$ cat config.mk
export PLATFORM = sky130hd
export DESIGN_NAME = alarm_beeper
export DESIGN_NICKNAME = d
export VERILOG_FILES = /design/src/rtl/digital_clock_pkg.sv /design/src/rtl/alarm_beeper_tone_div.sv /design/src/rtl/alarm_beeper.sv
export SDC_FILE = /design/constraint.sdc
export NUM_CORES = 1
export LEC_CHECK = 0
export CORE_MARGIN = 1.5
export CORE_UTILIZATION = 45
export DETAILED_ROUTE_END_ITERATION = 16
export RECOVER_POWER = 25
export SYNTH_ARGS = -nofsm -noshare
export SYNTH_HDL_FRONTEND = slang
export SYNTH_SLANG_ARGS = --single-unit
$ cat constraint.sdc
create_clock -name clk -period 2.45 [get_ports clk]
set_input_delay 0.735 -clock clk [delete_from_list [all_inputs] [get_ports clk]]
set_output_delay 0.735 -clock clk [all_outputs]
set_load 0.1 [all_outputs]
$ cat src/rtl/digital_clock_pkg.sv
// Shared definitions for the digital clock: clock rate, beeper state encodings
// and the default tone/cadence timing derived from the clock rate.
package digital_clock_pkg;

    localparam int unsigned CLK_HZ  = 100_000_000;
    localparam int unsigned TONE_HZ = 2_000;

    localparam int unsigned DEF_TONE_HALF = CLK_HZ / (2 * TONE_HZ);
    localparam int unsigned DEF_BEEP_HALF = CLK_HZ / 2;

    typedef enum logic [1:0] {
        BEEP_IDLE   = 2'd0,
        BEEP_RING   = 2'd1,
        BEEP_SNOOZE = 2'd2,
        BEEP_MUTED  = 2'd3
    } beep_state_t;

    function automatic int unsigned cnt_width(input int unsigned n);
        return (n > 1) ? $clog2(n) : 1;
    endfunction

endpackage

$ cat src/rtl/alarm_beeper_tone_div.sv
// Half-period divider: q toggles every HALF enabled cycles; clr restarts the
// count with q high so every burst begins on a high phase.
module tone_div
    import digital_clock_pkg::*;
#(
    parameter int unsigned HALF = 4
) (
    input  logic clk,
    input  logic rst,
    input  logic clr,
    input  logic en,
    output logic q
);

    localparam int unsigned W = cnt_width(HALF);
    localparam logic [W-1:0] LAST = W'(HALF - 1);

    logic [W-1:0] cnt;

    always_ff @(posedge clk) begin
        if (rst) begin
            cnt <= '0;
            q   <= 1'b0;
        end else if (clr) begin
            cnt <= '0;
            q   <= 1'b1;
        end else if (en) begin
            if (cnt == LAST) begin
                cnt <= '0;
                q   <= ~q;
            end else begin
                cnt <= cnt + 1'b1;
            end
        end
    end

endmodule

$ cat src/rtl/alarm_beeper.sv
// Alarm output stage: gated piezo tone with on/off cadence, blinking LED,
// limited snooze and auto-mute after a ring timeout.
module alarm_beeper
    import digital_clock_pkg::*;
#(
    parameter int unsigned TONE_HALF    = DEF_TONE_HALF,
    parameter int unsigned BEEP_HALF    = DEF_BEEP_HALF,
    parameter int unsigned RING_MAX_SEC = 60,
    parameter int unsigned SNOOZE_SEC   = 300,
    parameter int unsigned MAX_SNOOZE   = 3
) (
    input  logic       clk,
    input  logic       rst,
    input  logic       sec_tick,
    input  logic       alarm_on,
    input  logic       snooze,
    output logic       buzzer,
    output logic       alarm_led,
    output logic [1:0] state_o,
    output logic [1:0] snooze_left
);

    localparam int unsigned RW = cnt_width(RING_MAX_SEC);
    localparam int unsigned ZW = cnt_width(SNOOZE_SEC);
    localparam int unsigned CW = cnt_width(MAX_SNOOZE + 1);

    localparam logic [RW-1:0] RING_LAST = RW'(RING_MAX_SEC - 1);
    localparam logic [ZW-1:0] SNZ_LAST  = ZW'(SNOOZE_SEC - 1);
    localparam logic [CW-1:0] SNZ_MAX   = CW'(MAX_SNOOZE);

    beep_state_t state, next_state;

    logic [RW-1:0] ring_sec;
    logic [ZW-1:0] snz_sec;
    logic [CW-1:0] snooze_cnt;
    logic          tone_q, cad_on;
    logic          ring_entry, ring_run;

    always_ff @(posedge clk) begin
        if (rst) state <= BEEP_IDLE;
        else     state <= next_state;
    end

    // alarm_on dropping wins over everything; in RING snooze wins over timeout.
    always_comb begin
        next_state = state;
        unique case (state)
            BEEP_IDLE: begin
                if (alarm_on) next_state = BEEP_RING;
            end
            BEEP_RING: begin
                if (!alarm_on)                              next_state = BEEP_IDLE;
                else if (snooze && snooze_cnt < SNZ_MAX)    next_state = BEEP_SNOOZE;
                else if (sec_tick && ring_sec == RING_LAST) next_state = BEEP_MUTED;
            end
            BEEP_SNOOZE: begin
                if (!alarm_on)                             next_state = BEEP_IDLE;
                else if (sec_tick && snz_sec == SNZ_LAST)  next_state = BEEP_RING;
            end
            BEEP_MUTED: begin
                if (!alarm_on) next_state = BEEP_IDLE;
            end
            default: next_state = BEEP_IDLE;
        endcase
    end

    assign ring_entry = (state != BEEP_RING) && (next_state == BEEP_RING);
    assign ring_run   = (state == BEEP_RING);

    always_ff @(posedge clk) begin
        if (rst) begin
            ring_sec   <= '0;
            snz_sec    <= '0;
            snooze_cnt <= '0;
        end else begin
            unique case (state)
                BEEP_IDLE: begin
                    ring_sec   <= '0;
                    snz_sec    <= '0;
                    snooze_cnt <= '0;
                end
                BEEP_RING: begin
                    if (next_state == BEEP_SNOOZE) begin
                        snooze_cnt <= snooze_cnt + 1'b1;
                        ring_sec   <= '0;
                        snz_sec    <= '0;
                    end else if (sec_tick && next_state == BEEP_RING) begin
                        ring_sec <= ring_sec + 1'b1;
                    end
                end
                BEEP_SNOOZE: begin
                    if (next_state == BEEP_RING) begin
                        ring_sec <= '0;
                        snz_sec  <= '0;
                    end else if (sec_tick && next_state == BEEP_SNOOZE) begin
                        snz_sec <= snz_sec + 1'b1;
                    end
                end
                default: ;
            endcase
        end
    end

    tone_div #(.HALF(TONE_HALF)) u_tone (
        .clk (clk),
        .rst (rst),
        .clr (ring_entry),
        .en  (ring_run),
        .q   (tone_q)
    );

    tone_div #(.HALF(BEEP_HALF)) u_cadence (
        .clk (clk),
        .rst (rst),
        .clr (ring_entry),
        .en  (ring_run),
        .q   (cad_on)
    );

    always_ff @(posedge clk) begin
        if (rst) begin
            buzzer    <= 1'b0;
            alarm_led <= 1'b0;
        end else begin
            buzzer    <= tone_q & cad_on & (state == BEEP_RING);
            alarm_led <= (state == BEEP_RING) ? cad_on : (state == BEEP_SNOOZE);
        end
    end

    assign state_o     = state;
    assign snooze_left = 2'(SNZ_MAX - snooze_cnt);

endmodule

==> metrics.txt <==
Die Area=7570 um^2; final setup fails=0; Detailed Route Iter0 Violations=136; Hold Crit Class=flop to flop; #FFs+latches synth=64; pins over their slew limit=0; worst reg2reg startpoint=u_cadence.cnt[10]; startpoint types=input pin; Worst Hold End=buzzer; number of library cell types mapped by synthesis=54; clk_lat worst skew=0.34 ns; top-count cell post-synth=dfxtp_1; cells on worst reg2reg path=6; Main synth FF type=dfxtp_1; wire per inst=13.2 um; NumNets Final=404; routed vias=2650; GP Congestion=0.800; Worst Hold Launch=u_tone.q; Synth top area share=40.3%; fin util=53.6%; top post-synthesis cells by count=64 x dfxtp_1, 50 x nor2_1, 34 x nand2_1; CTS Root Cell=clkbuf_8; Die H=87.0 um; Buf+Inv Stages, Crit Path=3; Fin Setup TNS=0 ns; n_diodes=0; GR Util All Layers=19.2%; CP max-delay cell=dlygate4sd3_1; outcome=completed; Top delay family on crit path=buffers and inverters; post_cts resized=0; Clock Pin Slew Worst Setup and Hold Paths=0.07 ns; Post-Synthesis Cells=375; Synth area leader=dfxtp_1; Max Freq=449 MHz; CORE AREA=6790 um^2; CP Class=input pin to flop; die width=87.0 um; pin count of the biggest net entering global routing=20; CTS tree=built; first-pass GRT wire length=11300 um; switching share of power=22.1%; dpl hpwl=4620 um; Fill cells=636; Post-CTS Hold Fix Bufs=0; Initial Util=46.8%; Syn Std Cell Area=3180 um^2; row cnt=30; data arrival time of the critical path=2.46 ns; Syn Area/Cell=8.47 um^2; final hold vios=0; combinational fraction of design power=5.9%; r2r setup slk=0.37 ns; Pre-Repair DR Iteration Count=4; Slew headroom=64.0%; initial antenna violation count=0; part of the power in the clock network=45.1%; Largest stage delay, worst path=0.68 ns; Switch Pwr=0.000475 W; VDD IR max=0.335 mV; post-DR vias/cell=5.35; Reg power frac=49.0%; fin crit share=90.9%; largest cells by area after synthesis=dfxtp_1 40%, nor2_1 5.9%, xor2_1 5.8%, xnor2_1 5.0%, nand2_1 4.0%; sequential fraction of the synthesis area=40.3%; Final min period=2.23 ns; MaxCap Viol Count=0; Hold Path Depth=2; Clock H-tree levels=3; RR Endpoint=u_cadence.cnt[12]; PwrDens=590 nW/um^2; Cell Int Power=0.00167 W; CTS buffer count=9; Post-synth EDFFs=0; RSZ-0062 raised after global routing=no; Overflow after GRT=0; Async S/R FF share, synth=0%; Area Growth Syn to Fin=14.7%; post-CTS setup buffer count=0; Worst Tran Pin Value=0.542 ns; Final Skew=0.00825 ns; critical path endpoint category=flop; Port-buffer cells=10; IO Pins=11; worst-path cell chain=dlygate4sd3_1 -> inv_1 -> o31ai_2 -> clkbuf_1 -> a31o_2 -> nor2_1; Routed WL=6510 um; layout cell share with drive strength beyond 1=11.3%; ANT nets after route=0; CP required=2.68 ns; YS warnings=0; Max Fanout on Critical Path=8; Syn Nets=385; clock sink count=64; vias in the first global route=2447; Max Root-Sink Buffers=2; Post-route DRC=0; Leak=1.23 nW
-- power by group through the flow --
stage	clock network [W]	registers, W	logic, W
after global placement	0	0.00108	0.000130
after CTS	0.00100	0.00105	0.000131
final	0.000969	0.00105	0.000126
after global routing	0.00105	0.00105	0.000137
after floorplan	0	0.00109	0.0000684
after detailed placement	0	0.00108	0.000130
-- metal layers --
metal  routed length [um]  vias to the layer above  GRT usage, %
li1                     -                     1378             -
met5                    0                        -             0
met4                   80                        0          6.16
met3                  281                        9          6.45
met2                 2850                       45          29.0
met1                 3300                     1218          25.7
-- metrics by stage --
stage          cells  area, um^2  hold WS (ns)  total power (W)  setup WS [ns]
2_1_floorplan    375        3180         0.433          0.00116         0.0318
3_3_place_gp     479        3450         0.453          0.00121         0.0496
3_5_place_dp     479        3450         0.464          0.00121        0.00581
4_1_cts          495        3670         0.463          0.00219          0.383
5_1_grt          495        3640         0.489          0.00224          0.104
6_report         495        3640         0.456          0.00215          0.224
-- cells by family after synthesis --
logic type | Yosys count | share of synthesized area [%]
multiplexers | 4 | 1.30
XOR/XNOR | 39 | 10.8
adder cells (fa/ha/maj) | 5 | 1.97
AND/OR/NAND/NOR | 184 | 31.0
buffers and inverters | 27 | 3.94
flip-flops | 64 | 40.3
AO/OA/AOI/OAI | 52 | 10.7
-- registers in the layout (all words and copies together), names as in the netlist --
register,cells
alarm_led,1
buzzer,1
ring_sec,6
snooze_cnt,2
snz_sec,9
state_o,2
u_cadence.cnt,26
u_cadence.q,1
u_tone.cnt,15
u_tone.q,1
-- worst max-delay path by stage --
stage	startpoint	to	slack, ns	cells past startpoint
final	alarm_on	u_tone.cnt[14]	0.22	6
after global placement	snooze	snz_sec[7]	0.05	6
after global routing	alarm_on	u_tone.cnt[14]	0.10	6
after detailed placement	alarm_on	ring_sec[4]	0.006	5
after CTS	alarm_on	ring_sec[3]	0.38	5
after floorplan	state_o[0]	u_cadence.cnt[25]	0.03	7
-- tightest hold or removal path, cell delays in order, from the launching register on --
cell and delay (ns):
dfxtp_1 0.32, nand2_1 0.06, nor3_1 0.04
-- cell usage in the layout, fill, tap and decap left out, drive strengths merged, types with 5 or more instances in the layout --
cell    count
dfxtp      64
ha          5
nor4       11
xor2       21
a31oi      10
and3        9
nand3      24
and4        5
nor3        9
nor2       50
inv        10
clkbuf     21
nand2      34
o21ai       7
xnor2      18
buf        14
a21oi      13
nand4      10
-- cell type report --
cell class	instances	area, um^2	area share [%]
repair buffers	25	215	5.91
well taps	96	120	3.30
clock inverters	2	35.0	0.962
inverters	10	37.5	1.03
clock buffers	14	183	5.01
multi-input cells	284	1770	48.6
flip-flops and latches	64	1280	35.2
(Power assumes the default switching activity.)
==> RTL edit, RTL diff (same settings) <==
Put a register stage on the output `snooze_left`. The value now appears one clock later. The other outputs are not delayed to match.
--- a/src/rtl/alarm_beeper.sv
+++ b/src/rtl/alarm_beeper.sv
@@ -128,7 +128,9 @@
     end
 
     assign state_o     = state;
-    assign snooze_left = 2'(SNZ_MAX - snooze_cnt);
+    always_ff @(posedge clk) begin
+        snooze_left <= 2'(SNZ_MAX - snooze_cnt);
+    end
 
 endmodule
 
Behaviour: not the same (a bounded check fails within 4 cycles, from zero or initial values and one cycle with rst high).
==> RTL edit against the unedited design <==
  * Utilization increased by 0.92 points
  * Maximum frequency decreased by 2.8%
  * Combinational power increased by 19%
  * Final area increased by 3.4%
  * Routed wire length increased by 5.1%
  * Setup slack got worse by 0.064 ns
  * Power decreased by 4.1%
  * Sequential share of layout area about the same
  * Sequential cell count increased by 2
  * Synthesized cell count increased by 2.9%
  * Synthesized area increased by 3.2%
==> RTL edit: results (changes against the unedited design) <==
Final layout
  • Multi-input logic area: 1870 um2 (was 1770 um2)
  • Multi-In Gates: 299 (was 284)
  • Fraction of layout cells with a size suffix above 1: 0.140 (was 0.113)
  • CLK BUF: 12 (was 14)
  • NonClk Buf Share: 0.0694 (was 0.0591)
  • # nets final: 427 (was 404)
  • Number of fill cells: 689 (was 636)
  • Final clock-cell share: 0.0452 (was 0.0598)
  • Non-CTS buffers: 34 (was 25)
  • Non-clk invs: 7 (was 10)
  • Num sequential: 66 (was 64)

Status
  • Outcome: finished clean (unchanged)

Synthesis
  • Top cells by count, synth: dfxtp_1, nor2_1, nand2_1 (unchanged)
  • Syn_nets: 396 (was 385)
  • Synth Area in Compound Gates: 0.110 (was 0.107)
  • Synth Area in XOR/XNOR: 0.104 (was 0.108)
  • Post-synthesis cell type count: 53 (was 54)
  • Mux cell area share after synthesis: 0.00687 (was 0.0130)

STA
  • Worst-margin pin slew: 0.700 ns (was 0.542 ns)
  • Clk_skew: 0.00877 ns (was 0.00825 ns)
  • Hold slack: 0.415 ns (was 0.456 ns)

Setup path
  • Worst r2r src: snz_sec[5] (was u_cadence.cnt[10])
  • FF-to-FF End: u_tone.cnt[0] (was u_cadence.cnt[12])
  • Max incr delay on CP: 0.46 ns (was 0.68 ns)
  • Max FO, Critical Path: 14 (was 8)
  • Max stage delay cell, worst path: clkdlybuf4s50_1 (was dlygate4sd3_1)
  • Arrival @ worst endpoint: 2.56 ns (was 2.46 ns)
  • Worst R2R Path Depth: 7 (was 6)
  • Reg2Reg Setup Slack: 0.17 ns (was 0.37 ns)

Placement
  • Placement Setup Slack: -0.343 ns (was 0.00581 ns)
  • Routability Congestion: 0.809 (was 0.800)

Route
  • Detailed Route Iter0 Violations: 96 (was 136)
  • Pre-antenna DRT Iters: 6 (was 4)
  • DR vias/cell: 5.34 (was 5.35)

Pwr
  • Internal power: 1550 uW (was 1670 uW)
  • Leakage: 0.00136 uW (was 0.00123 uW)
  • Peak VDD IR: 0.257 mV (was 0.335 mV)

Min path
  • Min-Delay Startpoint: snooze_cnt[1] (was u_tone.q)
  • Hold depth: 1 (was 2)

Global routing
  • Largest net degree at the start of global routing: 26 (was 20)
  • Total track usage: 0.187 (was 0.192)
  • Vias in the first global route: 2,568 (was 2,447)
RTL edit: cell types whose count changed after synthesis, sizes merged, moves of 5 or more:
cell,unedited run,this run
nand2,34,46
a31oi,10,1
clkbuf,15,7
nor4,11,3
nor2,50,57
a21oi,13,7
o211ai,3,9
buf,2,7
RTL edit: timing repair:
item / CTS / global route
endpoints found under the hold margin: 0 / 0
resized for setup: 0 / 3
setup endpoints to repair: 0 / 15
RTL edit: through the flow:
stage,instance area [um2],cells
after floorplan,3280,386
after global placement,3620,502
final,3770,517
after global routing,3770,517
after CTS,3790,517
after detailed placement,3620,502
RTL edit: worst max path at each step:
stage                     slack [ns]  cells past startpoint       start             to
after floorplan                 0.16                      7  state_o[0]    ring_sec[1]
after global placement         -0.27                      6    sec_tick    ring_sec[4]
after detailed placement       -0.34                      6    sec_tick    ring_sec[4]
after CTS                       0.03                      6    sec_tick    ring_sec[4]
after global routing            0.04                      9      snooze  u_tone.cnt[7]
final                           0.16                      9      snooze  u_tone.cnt[0]
RTL edit: per-layer routing:
metal | vias up | track usage | wire length [um]
met5 | - | 0 | 0
met4 | 0 | 0.0753 | 78
met3 | 6 | 0.0513 | 213
met2 | 42 | 0.312 | 3230
met1 | 1296 | 0.229 | 3330
li1 | 1419 | - | -
RTL edit: power by group through the flow:
stage / Combinational (uW) / Sequential, uW / Clock (uW)
detailed placement: 155 / 1120 / 0
floorplan: 78.8 / 1130 / 0
CTS: 155 / 1100 / 852
finish: 150 / 1100 / 813
global route: 162 / 1100 / 888
global placement: 154 / 1120 / 0
RTL edit: worst max-delay path: cells and delay by family:
kind	cells	cell delay, ns
buffers and inverters	4	1.13
and+or+nand+nor	4	0.53
AOI/OAI and AO/OA	1	0.15
